===== config.mk =====
export PLATFORM = sky130hd
export DESIGN_NAME = bird_sprite_renderer_flat
export DESIGN_NICKNAME = d
export VERILOG_FILES = /design/src/rtl/bird_sprite_renderer_if.sv /design/src/rtl/bird_sprite_renderer.sv /design/src/flat_wrapper.sv
export SDC_FILE = /design/constraint.sdc
export NUM_CORES = 1
export LEC_CHECK = 0
export ABC_AREA = 1
export CAP_MARGIN = 20
export CORE_MARGIN = 2
export CORE_UTILIZATION = 30
export CTS_CLUSTER_DIAMETER = 40
export DETAILED_ROUTE_END_ITERATION = 6
export SLEW_MARGIN = 20
export SYNTH_ARGS = -nofsm -noshare
export SYNTH_HDL_FRONTEND = slang
export SYNTH_SLANG_ARGS = --single-unit

===== constraint.sdc =====
create_clock -name clk -period 2.66 [get_ports clk]
set_clock_uncertainty 0.05 [all_clocks]
set_input_delay 0.532 -clock clk [delete_from_list [all_inputs] [get_ports clk]]
set_output_delay 0.532 -clock clk [all_outputs]
set_load 0.01 [all_outputs]

===== src/rtl/bird_sprite_renderer_if.sv =====
// rtl/bird_sprite_renderer_if.sv - pixel-in / composited-pixel-out bundle for the bird sprite stage
interface bird_sprite_renderer_if #(
  parameter int COORD_W = 10
);
  logic [COORD_W-1:0] pixel_x;
  logic [COORD_W-1:0] pixel_y;
  logic               pixel_valid;
  logic [23:0]        bg_colour;
  logic [23:0]        pix_colour;
  logic               pix_valid;
  logic               bird_opaque;

  modport master (
    output pixel_x, pixel_y, pixel_valid, bg_colour,
    input  pix_colour, pix_valid, bird_opaque
  );

  modport slave (
    input  pixel_x, pixel_y, pixel_valid, bg_colour,
    output pix_colour, pix_valid, bird_opaque
  );
endinterface


===== src/rtl/bird_sprite_renderer.sv =====
// rtl/bird_sprite_renderer.sv - bird sprite addressing, flap animation and key-colour compositing
// Optional SPRITE_SCALE2X_EN: doubles the sprite box and halves the ROM address step.
module bird_sprite_renderer #(
  parameter int          SPRITE_W    = 18,
  parameter int          SPRITE_H    = 12,
  parameter logic [23:0] KEY_COLOUR  = 24'hFF0096,
  parameter int          HOLD_FRAMES = 4,
  parameter int          COORD_W     = 10
) (
  input  logic                  clk,
  input  logic                  reset_n,
  bird_sprite_renderer_if.slave pix,
  input  logic [COORD_W-1:0]    bird_x,
  input  logic [COORD_W-1:0]    bird_y,
  input  logic                  frame_tick,
  input  logic                  flap,
  output logic [3:0]            rom_row,
  output logic [4:0]            rom_col,
  output logic [1:0]            frame_sel,
  input  logic [23:0]           rom_colour
);

`ifdef SPRITE_SCALE2X_EN
  localparam int BOX_W = 2 * SPRITE_W;
  localparam int BOX_H = 2 * SPRITE_H;
`else
  localparam int BOX_W = SPRITE_W;
  localparam int BOX_H = SPRITE_H;
`endif
  localparam logic signed [COORD_W:0] BOX_W_S = (COORD_W+1)'(BOX_W);
  localparam logic signed [COORD_W:0] BOX_H_S = (COORD_W+1)'(BOX_H);
  localparam int HW = (HOLD_FRAMES > 1) ? $clog2(HOLD_FRAMES) : 1;
  localparam logic [HW-1:0] HOLD_MAX = HW'(HOLD_FRAMES - 1);

  typedef enum logic [1:0] {GLIDE, FLAP_A, FLAP_B, FLAP_C} state_t;

  logic signed [COORD_W:0] dx;
  logic signed [COORD_W:0] dy;
  logic                    in_box;
  logic [4:0]              col_raw;
  logic [3:0]              row_raw;

  // One extra sign bit keeps an off-screen bird from wrapping into the box.
  assign dx = $signed({1'b0, pix.pixel_x}) - $signed({1'b0, bird_x});
  assign dy = $signed({1'b0, pix.pixel_y}) - $signed({1'b0, bird_y});
  assign in_box = !dx[COORD_W] && !dy[COORD_W] && (dx < BOX_W_S) && (dy < BOX_H_S);

`ifdef SPRITE_SCALE2X_EN
  assign col_raw = dx[5:1];
  assign row_raw = dy[4:1];
`else
  assign col_raw = dx[4:0];
  assign row_raw = dy[3:0];
`endif

  assign rom_col = in_box ? col_raw : '0;
  assign rom_row = in_box ? row_raw : '0;

  logic        in_box_d;
  logic        valid_d;
  logic [23:0] bg_d;

  always_ff @(posedge clk or negedge reset_n) begin
    if (!reset_n) begin
      in_box_d        <= 1'b0;
      valid_d         <= 1'b0;
      bg_d            <= '0;
      pix.pix_valid   <= 1'b0;
      pix.pix_colour  <= '0;
      pix.bird_opaque <= 1'b0;
    end else begin
      in_box_d      <= in_box;
      valid_d       <= pix.pixel_valid;
      bg_d          <= pix.bg_colour;
      pix.pix_valid <= valid_d;
      if (valid_d) begin
        if (in_box_d && (rom_colour != KEY_COLOUR)) begin
          pix.pix_colour  <= rom_colour;
          pix.bird_opaque <= 1'b1;
        end else begin
          pix.pix_colour  <= bg_d;
          pix.bird_opaque <= 1'b0;
        end
      end
    end
  end

  state_t          state;
  logic [HW-1:0]   hold_cnt;
  logic            flap_pending;

  // Everything visible changes only on frame_tick so a frame never tears.
  always_ff @(posedge clk or negedge reset_n) begin
    if (!reset_n) begin
      state        <= GLIDE;
      frame_sel    <= 2'd0;
      hold_cnt     <= '0;
      flap_pending <= 1'b0;
    end else if (frame_tick) begin
      flap_pending <= 1'b0;
      if (flap_pending || flap) begin
        state     <= FLAP_A;
        frame_sel <= 2'd1;
        hold_cnt  <= '0;
      end else if (state != GLIDE) begin
        if (hold_cnt == HOLD_MAX) begin
          hold_cnt <= '0;
          case (state)
            FLAP_A: begin
              state     <= FLAP_B;
              frame_sel <= 2'd2;
            end
            FLAP_B: begin
              state     <= FLAP_C;
              frame_sel <= 2'd1;
            end
            default: begin
              state     <= GLIDE;
              frame_sel <= 2'd0;
            end
          endcase
        end else begin
          hold_cnt <= hold_cnt + 1'b1;
        end
      end
    end else if (flap) begin
      flap_pending <= 1'b1;
    end
  end

endmodule


===== src/flat_wrapper.sv =====
// flat-port wrapper written by rule: the top's interface ports become plain ports
module bird_sprite_renderer_flat 
#(
  parameter int          SPRITE_W    = 18,
  parameter int          SPRITE_H    = 12,
  parameter logic [23:0] KEY_COLOUR  = 24'hFF0096,
  parameter int          HOLD_FRAMES = 4,
  parameter int          COORD_W     = 10
)
  (clk, reset_n, bird_x, bird_y, frame_tick, flap, rom_row, rom_col, frame_sel, rom_colour, pix_pixel_x, pix_pixel_y, pix_pixel_valid, pix_bg_colour, pix_pix_colour, pix_pix_valid, pix_bird_opaque);
  bird_sprite_renderer_if #(.COORD_W(COORD_W)) pix_i ();
  input  logic clk;
  input  logic reset_n;
  input  logic [COORD_W-1:0] bird_x;
  input  logic [COORD_W-1:0] bird_y;
  input  logic frame_tick;
  input  logic flap;
  output logic [3:0] rom_row;
  output logic [4:0] rom_col;
  output logic [1:0] frame_sel;
  input  logic [23:0] rom_colour;
  input wire logic [$bits(pix_i.pixel_x)-1:0] pix_pixel_x;
  input wire logic [$bits(pix_i.pixel_y)-1:0] pix_pixel_y;
  input wire logic [$bits(pix_i.pixel_valid)-1:0] pix_pixel_valid;
  input wire logic [$bits(pix_i.bg_colour)-1:0] pix_bg_colour;
  output wire logic [$bits(pix_i.pix_colour)-1:0] pix_pix_colour;
  output wire logic [$bits(pix_i.pix_valid)-1:0] pix_pix_valid;
  output wire logic [$bits(pix_i.bird_opaque)-1:0] pix_bird_opaque;
  assign pix_i.pixel_x = pix_pixel_x;
  assign pix_i.pixel_y = pix_pixel_y;
  assign pix_i.pixel_valid = pix_pixel_valid;
  assign pix_i.bg_colour = pix_bg_colour;
  assign pix_pix_colour = pix_i.pix_colour;
  assign pix_pix_valid = pix_i.pix_valid;
  assign pix_bird_opaque = pix_i.bird_opaque;
  bird_sprite_renderer #(.SPRITE_W(SPRITE_W), .SPRITE_H(SPRITE_H), .KEY_COLOUR(KEY_COLOUR), .HOLD_FRAMES(HOLD_FRAMES), .COORD_W(COORD_W)) u_core (.clk(clk), .reset_n(reset_n), .pix(pix_i), .bird_x(bird_x), .bird_y(bird_y), .frame_tick(frame_tick), .flap(flap), .rom_row(rom_row), .rom_col(rom_col), .frame_sel(frame_sel), .rom_colour(rom_colour));
endmodule

# Word-level counts from Yosys, hierarchy flattened
# Index checks and enable logic that the tools add are counted.
# word_totals
ff_bits,59
input_bits,93
out_inout_bits,37
elab_cells,49
# op_classes
add_sub_neg,3
order_cmp,2
n_eq_ne,4
mux,17
reduce_logical,13
# ops
op,n
$mux W24,1
$ne A24 B24 Y1 const B,1
$sub A10 B10 Y11,2
$mux W2,9
$lt A11 B5 Y1 const B,1
$lt A11 B6 Y1 const B,1
$pmux W2 S2,2
$reduce_bool A2 Y1,4
$mux W5,1
$eq A2 B2 Y1 const B,2
$logic_and A1 B1 Y1,4
$mux W4,1
$mux W1,3
$reduce_and A3 Y1,1
$add A2 B1 Y2 const B,1
$eq A2 B1 Y1 const B,1
$logic_not A1 Y1,2
$reduce_and A2 Y1,1
$logic_or A1 B1 Y1,1

# Depth between registers and ports, before layout
# Gate-level depths: netlist (run 1).
# depth
ltp_word,6
depth_mapped,14
depth_no_buf,14

# Least setup slack after synthesis (run 1)
# No wires, ideal clock.
# synth_timing
kind,input to output
startpoint,in pix_pixel_x[0]
endpoint,out rom_col[0]
t_arrival_ps,2111
required_time_ps,2078
setup_slack_ps,-33
path_stages,12
n_path_buf,0
cell_sequence,inv_1 > ha_1 > inv_1 > fa_1 > nand3_1 > nand2_1 > nand2_1 > nand2_1 > xor2_1 > nor2_1 > nand4_4 > nor2_1
# synth_via
elab_chain_cells,6
elab_cells_between_ends,7
classes_between,add/sub (1); order compare (1); mux (1); reduce/logical (4)
# synth_rtl
item,line_no,text
from (decl),flat_wrapper.sv:22,input wire logic [$bits(pix_i.pixel_x)-1:0] pix_pixel_x;
$sub A10 B10 Y11 (*),bird_sprite_renderer.sv:44,"assign dx = $signed({1'b0, pix.pixel_x}) - $signed({1'b0, bird_x});"
"parallel branches: the longest is 4 deep, another holds $lt A11 B6 Y1",--,
$mux W5 (*),bird_sprite_renderer.sv:56,assign rom_col = in_box ? col_raw : '0;
to (decl),flat_wrapper.sv:19,output logic [4:0] rom_col;
# Every way passes the cells marked *.

# Worst setup path after layout (run 1)
# layout_timing
startpoint,in pix_pixel_x[3]
endpoint,out rom_col[2]
# layout_via
elab_chain_cells,6
elab_cells_between_ends,7
classes_between,add/sub (1); order compare (1); mux (1); reduce/logical (4)
# layout_rtl
item,line_no,text
$sub A10 B10 Y11 (*),bird_sprite_renderer.sv:44,
"parallel branches: the longest is 2 deep, another holds $lt A11 B6 Y1",--,
$logic_and A1 B1 Y1 (*) (2 in a row),bird_sprite_renderer.sv:46,assign in_box = !dx[COORD_W] && !dy[COORD_W] && (dx < BOX_W_S) && (dy < BOX_H_S);
$mux W5 (*),bird_sprite_renderer.sv:56,
# Marks and branches as above.

==> results of run 1 <==
[cell usage after synthesis]
| cell | instances | share of area, % |
|---|---|---|
| nand3b_1 | 2 | 0.44 |
| dfrtp_1 | 58 | 43 |
| buf_6 | 2 | 0.66 |
| buf_4 | 1 | 0.22 |
| o21a_1 | 1 | 0.22 |
| nand3_2 | 1 | 0.29 |
| o21ai_1 | 19 | 2.8 |
| xor2_1 | 4 | 1.0 |
| a21boi_0 | 1 | 0.22 |
| a21oi_2 | 2 | 0.51 |
| o21bai_1 | 3 | 0.66 |
| nand4_1 | 10 | 1.8 |
| clkinv_1 | 1 | 0.11 |
| nor4_2 | 1 | 0.37 |
| fa_1 | 2 | 1.2 |
| and2_1 | 1 | 0.18 |
| nand4_4 | 1 | 0.62 |
| nor2_1 | 28 | 3.1 |
| ha_1 | 24 | 8.8 |
| o21ai_0 | 37 | 5.4 |
| a31oi_1 | 2 | 0.37 |
| nand2_1 | 97 | 11 |
| nor3_1 | 1 | 0.15 |
| buf_1 | 3 | 0.33 |
| nor4_1 | 1 | 0.18 |
| nand3_1 | 19 | 2.8 |
| a21oi_1 | 31 | 4.6 |
| inv_2 | 1 | 0.11 |
| o31ai_1 | 1 | 0.22 |
| nor2_2 | 3 | 0.55 |
| nand2_2 | 2 | 0.37 |
| clkbuf_1 | 6 | 0.66 |
| inv_1 | 71 | 7.8 |
[stage by stage]
step	instances	util (%)	hold slack (ps)	power, mW	setup slack [ps]
final	769	55.1	190	3.11	-358
after global routing	769	55.1	234	3.28	-493
after CTS	767	53.6	212	3.08	-352
after detailed placement	726	46.1	427	1.72	-1060
after global placement	726	46.1	417	1.70	-1000
after floorplan	437	-	186	1.33	-33.5
[state kept, by name, indices dropped and copies added (netlist names), 2 cells and up]
name / flops
u_core.bg_d: 24
u_core.pix.pix_colour: 24
u_core.hold_cnt: 2
u_core.state: 2
[power by group through the flow]
stage	logic, mW	registers, mW	clock network (mW)
6_report	0.918	0.997	1.19
5_1_grt	1.01	1.01	1.27
4_1_cts	0.859	0.997	1.22
3_5_place_dp	0.707	1.01	0
3_3_place_gp	0.696	1.01	0
2_1_floorplan	0.310	1.02	0
[cell families (layout without fill, tap and decap cells)]
family,count (synthesis),after routing,share of synthesized area [%]
and+or+nand+nor,167,168,21.5
AOI/OAI and AO/OA,97,97,15.0
buffers and inverters,85,276,9.91
adders and majority gates,26,26,9.98
DFF,58,58,42.6
xor gates and xnor gates,4,4,1.03
[per-layer routing]
layer / share of wire (%) / track usage [%] / up-vias
met5: 0 / 0 / -
met4: 1.7 / 6.42 / 0
met1: 44 / 21.6 / 1729
met2: 48 / 30.6 / 150
li1: - / - / 1787
met3: 6.2 / 3.90 / 17
[worst register-to-register path: stages (launching register included)]
cell and delay [ps]:
dfrtp_1 360, inv_1 80, ha_1 190, a21boi_0 420
o21ai_0 250, inv_1 160, o21ai_0 90, o21ai_0 80
[placed cells by master (no fill, tap or decap), types with 2 or more instances in the layout]
master / instances
nand4_4: 2
a21oi_1: 25
clkdlybuf4s15_2: 2
o21bai_1: 3
clkdlybuf4s50_1: 82
nand3_1: 11
dlygate4sd2_1: 21
ha_4: 19
nand4_1: 10
clkbuf_8: 4
dfrtp_1: 58
xor2_1: 2
nand3b_1: 2
nand3_2: 9
buf_2: 11
clkdlybuf4s15_1: 7
inv_2: 24
nand2_4: 5
nand2_1: 72
fa_2: 2
nor2_1: 17
inv_4: 2
nand2_2: 22
inv_1: 46
o21ai_1: 19
nor2_4: 8
o21ai_0: 36
buf_4: 50
clkbuf_16: 9
clkbuf_1: 2
xor2_2: 2
a31oi_1: 2
buf_6: 10
dlymetal6s2s_1: 2
a21oi_2: 7
ha_1: 5
nor2_2: 6
[final timing paths]
kind | from | endpoint | slack, ps | cells past startpoint
min in group clk | u_core.pix.pix_colour[15] | u_core.pix.pix_colour[15] | 430 | 2
setup reg to reg | u_core.state[0] | u_core.state[0] | 890 | 7
hold reg to reg | u_core.pix.pix_colour[15] | u_core.pix.pix_colour[15] | 430 | 2
hold / removal | reset_n | u_core.pix.pix_colour[23] | 190 | 1
setup / recovery | pix_pixel_x[3] | rom_col[2] | -360 | 15
max in group asynchronous | reset_n | u_core.bg_d[3] | 1770 | 2
[layout make-up]
type,instances,area (um^2)
Fill cell,1007,4940
Multi-Input combinational cell,295,2130
Timing Repair Buffer,187,1690
Sequential cell,58,1450
Clock buffer,15,288
Inverter,73,279
Tap cell,140,175
Clock inverter,1,30.0
[timing repair]
action | in CTS | in global routing
endpoints found under the hold margin | 0 | 0
buffers inserted | 24 | 2
endpoints found under the setup margin | 9 | 9
resized for setup | 177 | 48
pin swaps | 66 | 48
cloned | 1 | 0
==> summary.md, run 1 <==
| Metric | Value |
|---|---|
| Failing checks | `setup timing` |
| CTS tree | `yes` |
| Hold buffer count at CTS | `0` |
| Slew Viols, Final | `0` |
| Vias | `3683` |
| H-tree depth reported by CTS | `3` |
| Largest buffer count on any clock path | `2` |
| Area post-placement | `5060 um^2` |
| Sw power | `0.840 mW` |
| Largest net degree at the start of global routing | `31` |
| Number of remaining DRC errors | `0` |
| Nets@finish | `743` |
| Standard cell core area | `11000 um^2` |
| Leakage component of the power | `2.85 nW` |
| Global-route congestion overflow total | `0` |
| CTS sink cnt | `58` |
| Yosys Warn Count | `0` |
| Switching Share | `27.1%` |
| Number of top-level design ports | `130` |
| Clk network pwr share | `38.3%` |
| Portion of total power attributed to sequential cells | `32.1%` |
| Worst min-delay path class | `input port to async pin` |
| Max_cap viols | `0` |
| Share of post-route cells with drive strength above 1 | `32.0%` |
| 1st-pass router iterations | `4` |
| Die span in x | `111 um` |
| Post-synthesis instance total | `437` |
| Largest delay share family, worst path | `simple AND/OR/NAND/NOR gates` |
| Final-report hold violation count | `0` |
| First-pass GRT wire length | `17.9 mm` |
| RSZ-0062 raised after global routing | `true` |
| Share of the clock period used by the worst path after layout | `113%` |
| Result of the run | `finished, violations left` |
| Final std cell area, no fill | `6050 um^2` |
| Critical Path Start Type | `input port` |
| P per Cell Area | `514 nW/um^2` |
| Critical path buffer and inverter count | `4` |
| Share of power burned in combinational logic | `29.6%` |
| Routability-driven placement congestion ratio | `0.827` |
| Part of the Yosys area used for sequential elements | `42.6%` |
| Worst setup path class | `input port to output port` |
| Mean instance size in the synthesized netlist | `7.80 um^2` |
| Number of setup violations in the final report | `9` |
| Max Fclk | `331 MHz` |
| Worst-Margin Slew | `665 ps` |
| Relative slew margins | `55.7%` |
| Routed WL per cell | `14.0 um` |
| Number of antenna violations at the first check in global routing | `0` |
| Final critical delay including setup and external delays | `3020 ps` |
| FP Rows | `38` |
| Internal portion of total power | `2.26 mW` |
| Net Count, Synth | `556` |
| Number of distinct library cell variants in the gate-level netlist after synthesis | `33` |
| Maximum resistive drop on vdd | `508 uV` |
| Number of port buffers | `129` |
| Largest driver fanout on the critical path | `5` |
| Setup crit end kind | `output port` |
| Total inserted antenna cells | `0` |
| Vias in the first global route | `3879` |
| Number of routed nets with antenna violations | `0` |
| Peak per-stage delay on the critical path | `290 ps` |
| Ordered cell list for the critical path | `dlygate4sd2_1 -> ha_4 -> buf_4 -> nand3_2 -> nand2_4 -> nand2_2 -> nand2_1 -> nand2_1 -> nand2_1 -> nand3_2 -> nor2_4 -> nand4_4 -> buf_6 -> nor2_2 -> buf_2` |
| Post-synthesis cell area | `3410 um^2` |
| Slowest cell on crit path | `ha_4` |
| Worst path setup slack after routing | `-358 ps` |
| Count of routing violations after the opening detailed-route iteration | `178` |
| Most numerous cell on the critical path | `nand2_1` |
| Post-detailed-placement half-perimeter wirelength | `7.27 mm` |
| CTS clock-pin slew for the worst setup and hold paths | `50 ps` |
| TritonCTS buffer count | `9` |
| Final setup TNS | `-2730 ps` |
| Layout overhead on the synthesized area | `77.4%` |
| Total Routing Usage GR | `17.7%` |
| Clock latency reported for the late side of the worst-skew pair | `320 ps` |
| Final Routed Wirelength | `10.8 mm` |
| Total die area | `12200 um^2` |
| Die height | `111 um` |
| Critical Path RT | `2080 ps` |
| Routed via count divided by cell count | `4.79` |
| Root buffer cell | `clkbuf_16` |
| CP arrival | `2440 ps` |
| Count of state elements after synthesis | `58` |
| Effective utilization at floorplan | `31.0%` |
(Power assumes the default switching activity.)
==> run 2, diff against run 1 <==
Settings changed: ABC_CLOCK_PERIOD_IN_PS from default to 2660.
==> results of run 2 <==
The final DEF is identical to that of run 1; final timing and power are the same.
